**config.mk**
```make
export PLATFORM = sky130hd
export DESIGN_NAME = ysyx_210544_cmt_queue
export DESIGN_NICKNAME = d
export VERILOG_FILES = /design/src/rtl/ysyx_210544_cmt_queue_pkg.sv /design/src/rtl/ysyx_210544_cmt_compact.sv /design/src/rtl/ysyx_210544_cmt_queue.sv
export SDC_FILE = /design/constraint.sdc
export NUM_CORES = 2
export LEC_CHECK = 0
export BUFFER_PORTS_ARGS = -buffer_cell sky130_fd_sc_hd__buf_2
export CORE_AREA = 2 2 447 449
export DETAILED_ROUTE_END_ITERATION = 10
export DIE_AREA = 0 0 449 451
export HOLD_SLACK_MARGIN = 0.06
export PLACE_DENSITY = 0.63
export SLEW_MARGIN = 10
export SYNTH_ARGS = -nofsm -noshare
export SYNTH_HDL_FRONTEND = slang
export SYNTH_HIERARCHICAL = 1
export SYNTH_SLANG_ARGS = --single-unit
```
**constraint.sdc**
```tcl
create_clock -name clk -period 26.9 [get_ports clk]
set_clock_uncertainty 0.2 [all_clocks]
set_input_delay 2.69 -clock clk [delete_from_list [all_inputs] [get_ports clk]]
set_output_delay 2.69 -clock clk [all_outputs]
set_load 0.1 [all_outputs]
```
**src/rtl/ysyx_210544_cmt_queue_pkg.sv**
```systemverilog
`default_nettype none
// ============================================================================
// Module   : ysyx_210544_cmt_queue_pkg
// Brief    : Shared commit-entry layout and constants for the difftest commit queue.
// Revision : 1.0
// ============================================================================
package ysyx_210544_cmt_queue_pkg;

  localparam int PC_W    = 64;
  localparam int INST_W  = 32;
  localparam int RD_W    = 5;
  localparam int WDATA_W = 64;
  localparam int CODE_W  = 3;
  localparam int WDEST_W = 8;

  localparam logic [6:0] TRAP_OPCODE = 7'h6b;

  typedef struct packed {
    logic               trap;
    logic [CODE_W-1:0]  a0;
    logic               skip;
    logic [WDATA_W-1:0] wdata;
    logic [RD_W-1:0]    rd;
    logic               wen;
    logic [INST_W-1:0]  inst;
    logic [PC_W-1:0]    pc;
  } cmt_entry_t;

  function automatic logic is_trap(input logic [6:0] opcode);
    return opcode == TRAP_OPCODE;
  endfunction

endpackage
`default_nettype wire

```
**src/rtl/ysyx_210544_cmt_compact.sv**
```systemverilog
`default_nettype none
// ============================================================================
// Module   : ysyx_210544_cmt_compact
// Brief    : Prefix-sum lane compaction: per-lane tail slot offset and push count.
// Revision : 1.0
// ============================================================================
module ysyx_210544_cmt_compact #(
  parameter int CMT_WIDTH = 2,
  parameter int OFF_W     = $clog2(CMT_WIDTH + 1)
) (
  input  logic [CMT_WIDTH-1:0]            i_valid,
  output logic [CMT_WIDTH-1:0][OFF_W-1:0] o_offset,
  output logic [OFF_W-1:0]                o_count
);

  always_comb begin
    logic [OFF_W-1:0] w_sum;
    w_sum    = '0;
    o_offset = '0;
    for (int k = 0; k < CMT_WIDTH; k++) begin
      o_offset[k] = w_sum;
      w_sum       = w_sum + OFF_W'(i_valid[k]);
    end
    o_count = w_sum;
  end

endmodule
`default_nettype wire

```
**src/rtl/ysyx_210544_cmt_queue.sv**
```systemverilog
`default_nettype none
// ============================================================================
// Module   : ysyx_210544_cmt_queue
// Brief    : Difftest commit FIFO with lane compaction, trap/interrupt capture
//            and counters. YSYX_210544_CMT_STATS_EN enables o_stall_cnt.
// Revision : 1.0
// ============================================================================
module ysyx_210544_cmt_queue
  import ysyx_210544_cmt_queue_pkg::*;
#(
  parameter int CMT_WIDTH = 2,
  parameter int DEPTH     = 8
) (
  input  logic                         clk,
  input  logic                         rst,
  input  logic [CMT_WIDTH-1:0]         i_cmt_valid,
  input  logic [PC_W*CMT_WIDTH-1:0]    i_cmt_pc,
  input  logic [INST_W*CMT_WIDTH-1:0]  i_cmt_inst,
  input  logic [CMT_WIDTH-1:0]         i_cmt_wen,
  input  logic [RD_W*CMT_WIDTH-1:0]    i_cmt_rd,
  input  logic [WDATA_W*CMT_WIDTH-1:0] i_cmt_wdata,
  input  logic [CMT_WIDTH-1:0]         i_cmt_skip,
  input  logic [63:0]                  i_a0,
  input  logic [31:0]                  i_intr_no,
  output logic                         o_ready,
  input  logic                         i_drain_ready,
  output logic [CMT_WIDTH-1:0]         o_cmt_valid,
  output logic [PC_W*CMT_WIDTH-1:0]    o_cmt_pc,
  output logic [INST_W*CMT_WIDTH-1:0]  o_cmt_inst,
  output logic [CMT_WIDTH-1:0]         o_cmt_wen,
  output logic [WDEST_W*CMT_WIDTH-1:0] o_cmt_wdest,
  output logic [WDATA_W*CMT_WIDTH-1:0] o_cmt_wdata,
  output logic [CMT_WIDTH-1:0]         o_cmt_skip,
  output logic                         o_intr_valid,
  output logic [31:0]                  o_intr_no,
  output logic [63:0]                  o_intr_pc,
  output logic                         o_trap,
  output logic [CODE_W-1:0]            o_trap_code,
  output logic [63:0]                  o_trap_pc,
  output logic [63:0]                  o_cycle_cnt,
  output logic [63:0]                  o_instr_cnt,
  output logic [63:0]                  o_stall_cnt
);

  localparam int c_ptr_w = $clog2(DEPTH);
  localparam int c_cnt_w = c_ptr_w + 1;
  localparam int c_off_w = $clog2(CMT_WIDTH + 1);
  localparam logic [c_cnt_w-1:0] c_depth = c_cnt_w'(DEPTH);

  cmt_entry_t               r_mem [DEPTH];
  logic [c_ptr_w-1:0]       r_head, r_tail;
  logic [c_cnt_w-1:0]       r_count;
  logic                     r_trap;
  logic [CODE_W-1:0]        r_trap_code;
  logic [63:0]              r_trap_pc;
  logic [63:0]              r_cycle_cnt, r_instr_cnt;
  logic                     r_intr_valid;
  logic [31:0]              r_intr_no;
  logic [63:0]              r_intr_pc;

  cmt_entry_t                          w_in_ent   [CMT_WIDTH];
  cmt_entry_t                          w_head_ent [CMT_WIDTH];
  logic [CMT_WIDTH-1:0][c_off_w-1:0]   w_off;
  logic [c_off_w-1:0]                  w_vld_n, w_push_n, w_pop_n;
  logic [CMT_WIDTH-1:0]                w_lane_vld;
  logic                                w_enq, w_trap_hit;
  logic [CODE_W-1:0]                   w_trap_code;
  logic [63:0]                         w_trap_pc;
  logic                                w_unused_a0;

  assign w_unused_a0 = ^i_a0[63:CODE_W];

  ysyx_210544_cmt_compact #(
    .CMT_WIDTH (CMT_WIDTH),
    .OFF_W     (c_off_w)
  ) u_compact (
    .i_valid  (i_cmt_valid),
    .o_offset (w_off),
    .o_count  (w_vld_n)
  );

  // Ready depends only on the registered occupancy.
  assign o_ready  = (c_depth - r_count) >= c_cnt_w'(CMT_WIDTH);
  assign w_enq    = o_ready && (i_intr_no == '0) && !r_trap;
  assign w_push_n = w_enq ? w_vld_n : '0;

  for (genvar k = 0; k < CMT_WIDTH; k++) begin : g_lane
    assign w_in_ent[k] = '{
      trap:  is_trap(i_cmt_inst[k*INST_W +: 7]),
      a0:    i_a0[CODE_W-1:0],
      skip:  i_cmt_skip[k],
      wdata: i_cmt_wdata[k*WDATA_W +: WDATA_W],
      rd:    i_cmt_rd[k*RD_W +: RD_W],
      wen:   i_cmt_wen[k],
      inst:  i_cmt_inst[k*INST_W +: INST_W],
      pc:    i_cmt_pc[k*PC_W +: PC_W]
    };
    assign w_head_ent[k] = r_mem[r_head + c_ptr_w'(k)];

    assign o_cmt_pc[k*PC_W +: PC_W]          = w_lane_vld[k] ? w_head_ent[k].pc : '0;
    assign o_cmt_inst[k*INST_W +: INST_W]    = w_lane_vld[k] ? w_head_ent[k].inst : '0;
    assign o_cmt_wen[k]                      = w_lane_vld[k] && w_head_ent[k].wen;
    assign o_cmt_wdest[k*WDEST_W +: WDEST_W] = w_lane_vld[k] ? WDEST_W'(w_head_ent[k].rd) : '0;
    assign o_cmt_wdata[k*WDATA_W +: WDATA_W] = w_lane_vld[k] ? w_head_ent[k].wdata : '0;
    assign o_cmt_skip[k]                     = w_lane_vld[k] && w_head_ent[k].skip;
  end

  // Lanes younger than the first trap entry are hidden and never popped.
  always_comb begin
    logic w_seen;
    w_seen      = 1'b0;
    w_lane_vld  = '0;
    w_pop_n     = '0;
    w_trap_code = '0;
    w_trap_pc   = '0;
    for (int k = 0; k < CMT_WIDTH; k++) begin
      if (!r_trap && !w_seen && (c_cnt_w'(k) < r_count)) begin
        w_lane_vld[k] = 1'b1;
        w_pop_n       = w_pop_n + c_off_w'(1);
        if (w_head_ent[k].trap) begin
          w_seen      = 1'b1;
          w_trap_code = w_head_ent[k].a0;
          w_trap_pc   = w_head_ent[k].pc;
        end
      end
    end
    if (!i_drain_ready) begin
      w_pop_n = '0;
    end
    w_trap_hit = i_drain_ready && w_seen;
  end

  assign o_cmt_valid = w_lane_vld;

  always_ff @(posedge clk) begin
    if (w_enq) begin
      for (int k = 0; k < CMT_WIDTH; k++) begin
        if (i_cmt_valid[k]) begin
          r_mem[r_tail + c_ptr_w'(w_off[k])] <= w_in_ent[k];
        end
      end
    end
  end

  always_ff @(posedge clk) begin
    if (rst) begin
      r_head       <= '0;
      r_tail       <= '0;
      r_count      <= '0;
      r_trap       <= 1'b0;
      r_trap_code  <= '0;
      r_trap_pc    <= '0;
      r_cycle_cnt  <= '0;
      r_instr_cnt  <= '0;
      r_intr_valid <= 1'b0;
      r_intr_no    <= '0;
      r_intr_pc    <= '0;
    end else begin
      if (!r_trap) begin
        r_head      <= r_head + c_ptr_w'(w_pop_n);
        r_tail      <= r_tail + c_ptr_w'(w_push_n);
        r_count     <= r_count + c_cnt_w'(w_push_n) - c_cnt_w'(w_pop_n);
        r_cycle_cnt <= r_cycle_cnt + 64'd1;
        r_instr_cnt <= r_instr_cnt + 64'(w_pop_n);
        if (w_trap_hit) begin
          r_trap      <= 1'b1;
          r_trap_code <= w_trap_code;
          r_trap_pc   <= w_trap_pc;
        end
      end
      r_intr_valid <= (i_intr_no != '0);
      if (i_intr_no != '0) begin
        r_intr_no <= i_intr_no;
        r_intr_pc <= i_cmt_pc[PC_W-1:0];
      end
    end
  end

  assign o_trap       = r_trap;
  assign o_trap_code  = r_trap_code;
  assign o_trap_pc    = r_trap_pc;
  assign o_cycle_cnt  = r_cycle_cnt;
  assign o_instr_cnt  = r_instr_cnt;
  assign o_intr_valid = r_intr_valid;
  assign o_intr_no    = r_intr_no;
  assign o_intr_pc    = r_intr_pc;

`ifdef YSYX_210544_CMT_STATS_EN
  logic [63:0] r_stall_cnt;

  always_ff @(posedge clk) begin
    if (rst) begin
      r_stall_cnt <= '0;
    end else if (!r_trap && ((!o_ready && (i_cmt_valid != '0)) ||
                             ((r_count != '0) && !i_drain_ready))) begin
      r_stall_cnt <= r_stall_cnt + 64'd1;
    end
  end

  assign o_stall_cnt = r_stall_cnt;
`else
  assign o_stall_cnt = '0;
`endif

endmodule
`default_nettype wire

```
Word-level counts from Yosys, hierarchy flattened
Memory sizes are Yosys's and may differ from the RTL's. A register that Yosys moved wholly into a read port is not among the register bits.
Index checks and enable logic that the tools add are counted.

cells by class
  add/subtract/negate cells = 11
  $mul = 0
  divide/modulo/power cells = 0
  order comparisons = 3
  equal/unequal tests = 2
  shifts and indexed selects = 0
  mux-type cells = 36
  bitwise operators = 1
  reductions and logical operators = 15

operators with widths
  cell                                                                    count
  64-bit 2-to-1 mux                                                       8
  64-bit by 1-bit adder with 64-bit output (second input constant)        1
  64-bit by 2-bit adder with 64-bit output                                1
  32-bit 2-to-1 mux                                                       2
  32-bit logical NOT                                                      1
  32-bit nonzero test                                                     1
  3-bit 2-to-1 mux                                                        6
  1-bit 2-to-1 mux                                                        15
  7-bit == test (second input constant)                                   2
  1-bit logical AND                                                       10
  5-bit 2-to-1 mux                                                        2
  1-bit by 4-bit < comparator with 1-bit output (first input constant)    2
  3-bit by 2-bit adder with 3-bit output                                  2
  2-bit 2-to-1 mux                                                        3
  4-bit by 2-bit adder with 4-bit output                                  1
  4-bit by 2-bit >= comparator with 1-bit output (second input constant)  1
  4-bit by 2-bit subtractor with 4-bit output                             1
  4-bit subtractor (first input constant)                                 1
  3-bit by 1-bit adder with 3-bit output                                  1
  3-bit by 1-bit adder with 3-bit output (second input constant)          1
  1-bit by 1-bit adder with 2-bit output                                  1
  2-bit by 1-bit adder with 2-bit output (second input constant)          1
  1-bit logical NOT                                                       2
  2-bit AND reduction                                                     1
  1-bit NOT                                                               1

word-level totals
  register bits after elaboration = 303
  bits in latches = 0
  memory bits (writable) = 1368
  bits in read-only memories = 0
  input port bits = 435
  output and inout bits = 700
  word-level logic and storage cells = 80
  memories = 1

memories
  name   words  bits a word  read ports  clocked after Yosys merged registers in  write ports  line                         RTL
  r_mem  8      171          2           1                                        2            ysyx_210544_cmt_queue.sv:50  cmt_entry_t r_mem [DEPTH];

Longest topological paths before layout
  word-level depth = 11
  depth in mapped cells = 19
  depth with buffers taken out = 17

By module
Netlist, hierarchy kept.

modules (own cells, without submodules)
  module                   times used  cells an instance  area each (sq um)  seq. area each (sq um)
  ysyx_210544_cmt_queue    1           7709               92695.2            47205.3
  ysyx_210544_cmt_compact  1           6                  46.3               0.0

Worst setup path after synthesis
No wires, ideal clock.

  kind = input-to-reg
  start = in i_intr_no[0]
  end = mem r_mem[3][0] (netlist bit), enable pin
  setup time = 954 ps
  data arrival time = 16548 ps
  slack = 9198 ps
  stages on the path = 9
  cells stage by stage = nor4_1 > nand4_1 > or2_1 > clkbuf_1 > buf_4 > a21oi_1 > buf_2 > nand2_1 > o31ai_1

RTL lines
  element      line                         RTL
  from (decl)  ysyx_210544_cmt_queue.sv:24  input logic [31:0] i_intr_no,
  to (decl)    ysyx_210544_cmt_queue.sv:50

Worst setup path in the final report
  start = reg r_head[0]
  end = out o_cmt_wdata[72]

on the way
  longest elaborated chain between the ends = 3

RTL lines
  element                                 line                          RTL
  from (decl)                             ysyx_210544_cmt_queue.sv:51   logic [c_ptr_w-1:0] r_head, r_tail;
  from (signal assigned)                  ysyx_210544_cmt_queue.sv:160  r_head <= r_head + c_ptr_w'(w_pop_n);
  3-bit by 1-bit adder with 3-bit output  ysyx_210544_cmt_queue.sv:98   assign w_head_ent[k] = r_mem[r_head + c_ptr_w'(k)];
  memory read 8 x 171 bit                 -
  64-bit 2-to-1 mux                       ysyx_210544_cmt_queue.sv:104  assign o_cmt_wdata[k*WDATA_W +: WDATA_W] = w_lane_vld[k] ? w_head_ent[k].wdata : '0;
  to (decl)                               ysyx_210544_cmt_queue.sv:32   output logic [WDATA_W*CMT_WIDTH-1:0] o_cmt_wdata,

Every way passes these cells.

==> results.md <==
* Slowest CP cell: buf_4
* Ys Warns at 6
* Total CTS buffers at 187
* Post-route DRC at 0
* Violated checks: max-slew violations
* Largest cells by area after synthesis: edfxtp_1, mux4_2, nand2_1
* Post-synthesis mux area share at 27.4%
* Min-Delay Path Class: register to register
* Area leader, netlist: edfxtp_1
* Part of the cycle the worst path needs at roughly 36%
* Initial antenna violation count at between 90 and 100
* Final min period at ~9800 ps
* Seq/Total Area, Yosys at between 50% and 60%
* Starting density of the core at a little under half
* Cells after Synth at a little under 8,000
* Unrepaired setup endpoints after global routing: false
* Top routing layer in use: met5
* Hold Slack at ~250 ps
* Most frequent cells in the layout: nand2_1, edfxtp_1, buf_2
* Starting DRT DRC Count at just over 8,000
* Met3 Routed Length at roughly 30,000 um
* Dpl hpwl at between 150,000 and 200,000 um
* Vias/cell at between 6 and 7
* IO Port Bufs at about 1,000
* Crit-path cells: ha_4, buf_4, buf_12, buf_12, mux4_2, nand2_1, a21oi_1, buf_2
* Crit end category: output port
* Hold-fix buffers, CTS at 0
* Slew @ Worst Pin at around 2100 ps
* Post-Synth XOR/XNOR Area at under 10%
* Commonest non-fill, non-tap cell in the layout: nand2_1
* GRT Total Usage at a little over 30%
* Drt first pass iters at 8
* WP data arrival at 6860 ps
* CP Launch Type: register
* Wire length on met1 at ~120,000 um
* Final setup fails at 0
* Max Cap Violations at 0
* Chip height at about 450 um
* WP data required at 24,010 ps
* H-tree depth at 4
* WL per Instance at 28.6 um
* Peak supply drop at roughly 0.17 mV
* Largest net degree at the start of global routing at around 210
* Main flop type after synthesis: edfxtp_1
* PostCTS Resize Cnt at 0
* CP peak stage delay at about 940 ps
* Switching power at between 5000 and 6000 uW
* Clock group share of total power at roughly 22%
* Cell repeated most along the worst path: buf_12
* Post-synth cell types at 59
* Compound-Gate Fraction of Synth Area at about 2.7%
* Longest Clk Path Bufs at 3
* # rows at approximately 160
* Setup_tns at 0 ps
* Design Power at around 12,000 uW
* Setup Crit Path Kind: register to output port
* Comb pwr share at approximately 53%
* Max_slew headroom at -37.2%
* Met2 WL at about 150,000 um
* Clock root buffer: clkbuf_16
* Clk Latency, worst-skew pair at around 860 ps
* Layout cells sized above 1 at between 30% and 40%
* Vias at roughly 69,000
* Power density over the cells at roughly 110 nW/um^2
* P_int at 5760 uW
* Global-route wire length before repair at roughly 460,000 um
* Post-CTS Setup Inserts at 0
* Core Box Area at around 200,000 um^2
* Number of synthesized flops with an enable pin at 1,368
* Leak Pwr at between 0.03 and 0.04 uW
* Largest family of logic cells by synthesized area: multiplexers
* Crit Path Max Fanout at approximately 110
* Synth top area share at ~44%
* Die width at 449 um
* Synth Area per Inst at between 10 and 15 um^2
* Ys async rst share at 0%
* DRT Wirelength at roughly 320,000 um
* Sw Share at between 50 and 60%
* Area share of fa/ha/maj cells after synthesis at less than 1%
* Clock transition at path regs at ~60 ps
* Max frequency at a little over 100 MHz
* Share of synthesized cell area in and, or, nand and nor gates at approximately 13%
* Number of global-route vias before repair at about 70,000
* Congestion Overflow GR at 0
* Status: complete, but fails checks
* Post-Synthesis Cell Area at roughly 93,000 um^2
* Yosys reg bits at between 1,500 and 2,000
* Flop pwr share at 25.0%
* P&R area growth vs syn at 13.5%
* I/O pin count at between 1,000 and 1,500
* CTS tree: built
* Routability Congestion at about 0.87
* TritonCTS Sinks at 1,674
* Final ANT Viol Nets at 0
* Post-layout net count at ~9,000
* Die ar. at a little over 200,000 um^2
* Final Hold Fails at 0
* Final Max Slew Viols at 55
## sequential cells by signal, indices dropped and copies added (netlist names), 3 cells and up, named ones only
| register | flops |
|---|---|
| r_count | 4 |
| o_cycle_cnt | 64 |
| o_trap_code | 3 |
| r_tail | 3 |
| r_head | 3 |
| o_trap_pc | 64 |
| o_intr_pc | 64 |
| o_intr_no | 32 |
| o_instr_cnt | 64 |
| r_mem | 1368 |
## cells in the mapped netlist (12+ instances only)
library cell and count:
a2111oi_1 19, a211oi_1 38, a21oi_1 232, a2bb2oi_1 33, and3_1 16, buf_1 142
buf_2 197, buf_4 92, buf_6 51, clkbuf_1 233, dfxtp_1 306, edfxtp_1 1368
ha_1 16, inv_1 34, mux2_1 42, mux2_2 613, mux2_4 20, mux2i_1 239
mux4_2 682, nand2_1 2420, nand3_1 41, nand4_1 38, nor2_1 501, nor2b_1 12
nor3_1 21, nor4_1 40, o21ai_0 38, or3_1 27, xnor2_1 69, xor2_1 38
## path summary, 6_finish.rpt
check                             startpoint                            to  slack (ps)  cells after the start
setup reg to reg                    register  o_instr_cnt[63]$_SDFFE_PP0N_       19910                     16
setup / recovery      r_head[0]$_SDFFE_PP0N_               o_cmt_wdata[72]       17150                      8
hold reg to reg   o_intr_pc[22]$_SDFFE_PP0P_    o_intr_pc[22]$_SDFFE_PP0P_         250                      2
hold / removal    o_intr_pc[22]$_SDFFE_PP0P_    o_intr_pc[22]$_SDFFE_PP0P_         250                      2
## critical path: cells and delay by family (launching register included)
family | cells | cell delay (ps)
flip-flops | 1 | 920
AND/OR/NAND/NOR | 1 | 60
AO/OA/AOI/OAI | 1 | 610
adder cells (fa/ha/maj) | 1 | 790
buffers and inverters | 4 | 2810
multiplexers | 1 | 380
## stage by stage
stage / setup slack, ps / area (um^2) / utilization (%) / std cells
2_1_floorplan: 9200 / 93000 / - / 7786
3_3_place_gp: 17950 / 99000 / 49.9 / 10848
3_5_place_dp: 17920 / 99000 / 49.9 / 10848
4_1_cts: 17000 / 105000 / 53.0 / 11195
5_1_grt: 16740 / 105000 / 53.1 / 11250
6_report: 17150 / 105000 / 53.1 / 11259
## final cells by class
type	instances	area, um^2
Timing Repair Buffer	1121	6080
Sequential cell	1674	47200
Clock inverter	84	948
Fill cell	16878	92900
Tap cell	2656	3320
Clock buffer	263	5180
Antenna cell	64	160
Inverter	35	131
Multi-Input combinational cell	5362	42200
## power by group through the flow
stage	combinational (uW)	sequential, uW	clock (uW)
global placement	6170	2990	0
floorplan	4590	3290	0
finish	6220	2940	2580
CTS	6200	2940	2610
global route	6390	2950	2710
detailed placement	6190	2990	0
## cell families (layout without fill, tap and decap cells)
family | count (synthesis) | after routing
AO/OA/AOI/OAI | 398 | 398
XOR/XNOR | 108 | 108
adder cells (fa/ha/maj) | 23 | 23
buffers and inverters | 750 | 1503
flip-flops | 1674 | 1674
multiplexers | 1596 | 1596
other | 2 | 137
AND/OR/NAND/NOR | 3164 | 3164
## layer usage
metal,up-vias,global-route usage (%)
met3,802,5.15
li1,29362,-
met2,4157,50.3
met4,28,16.7
met1,34945,40.1
met5,-,0
Power figures use the tool's default switching activity.
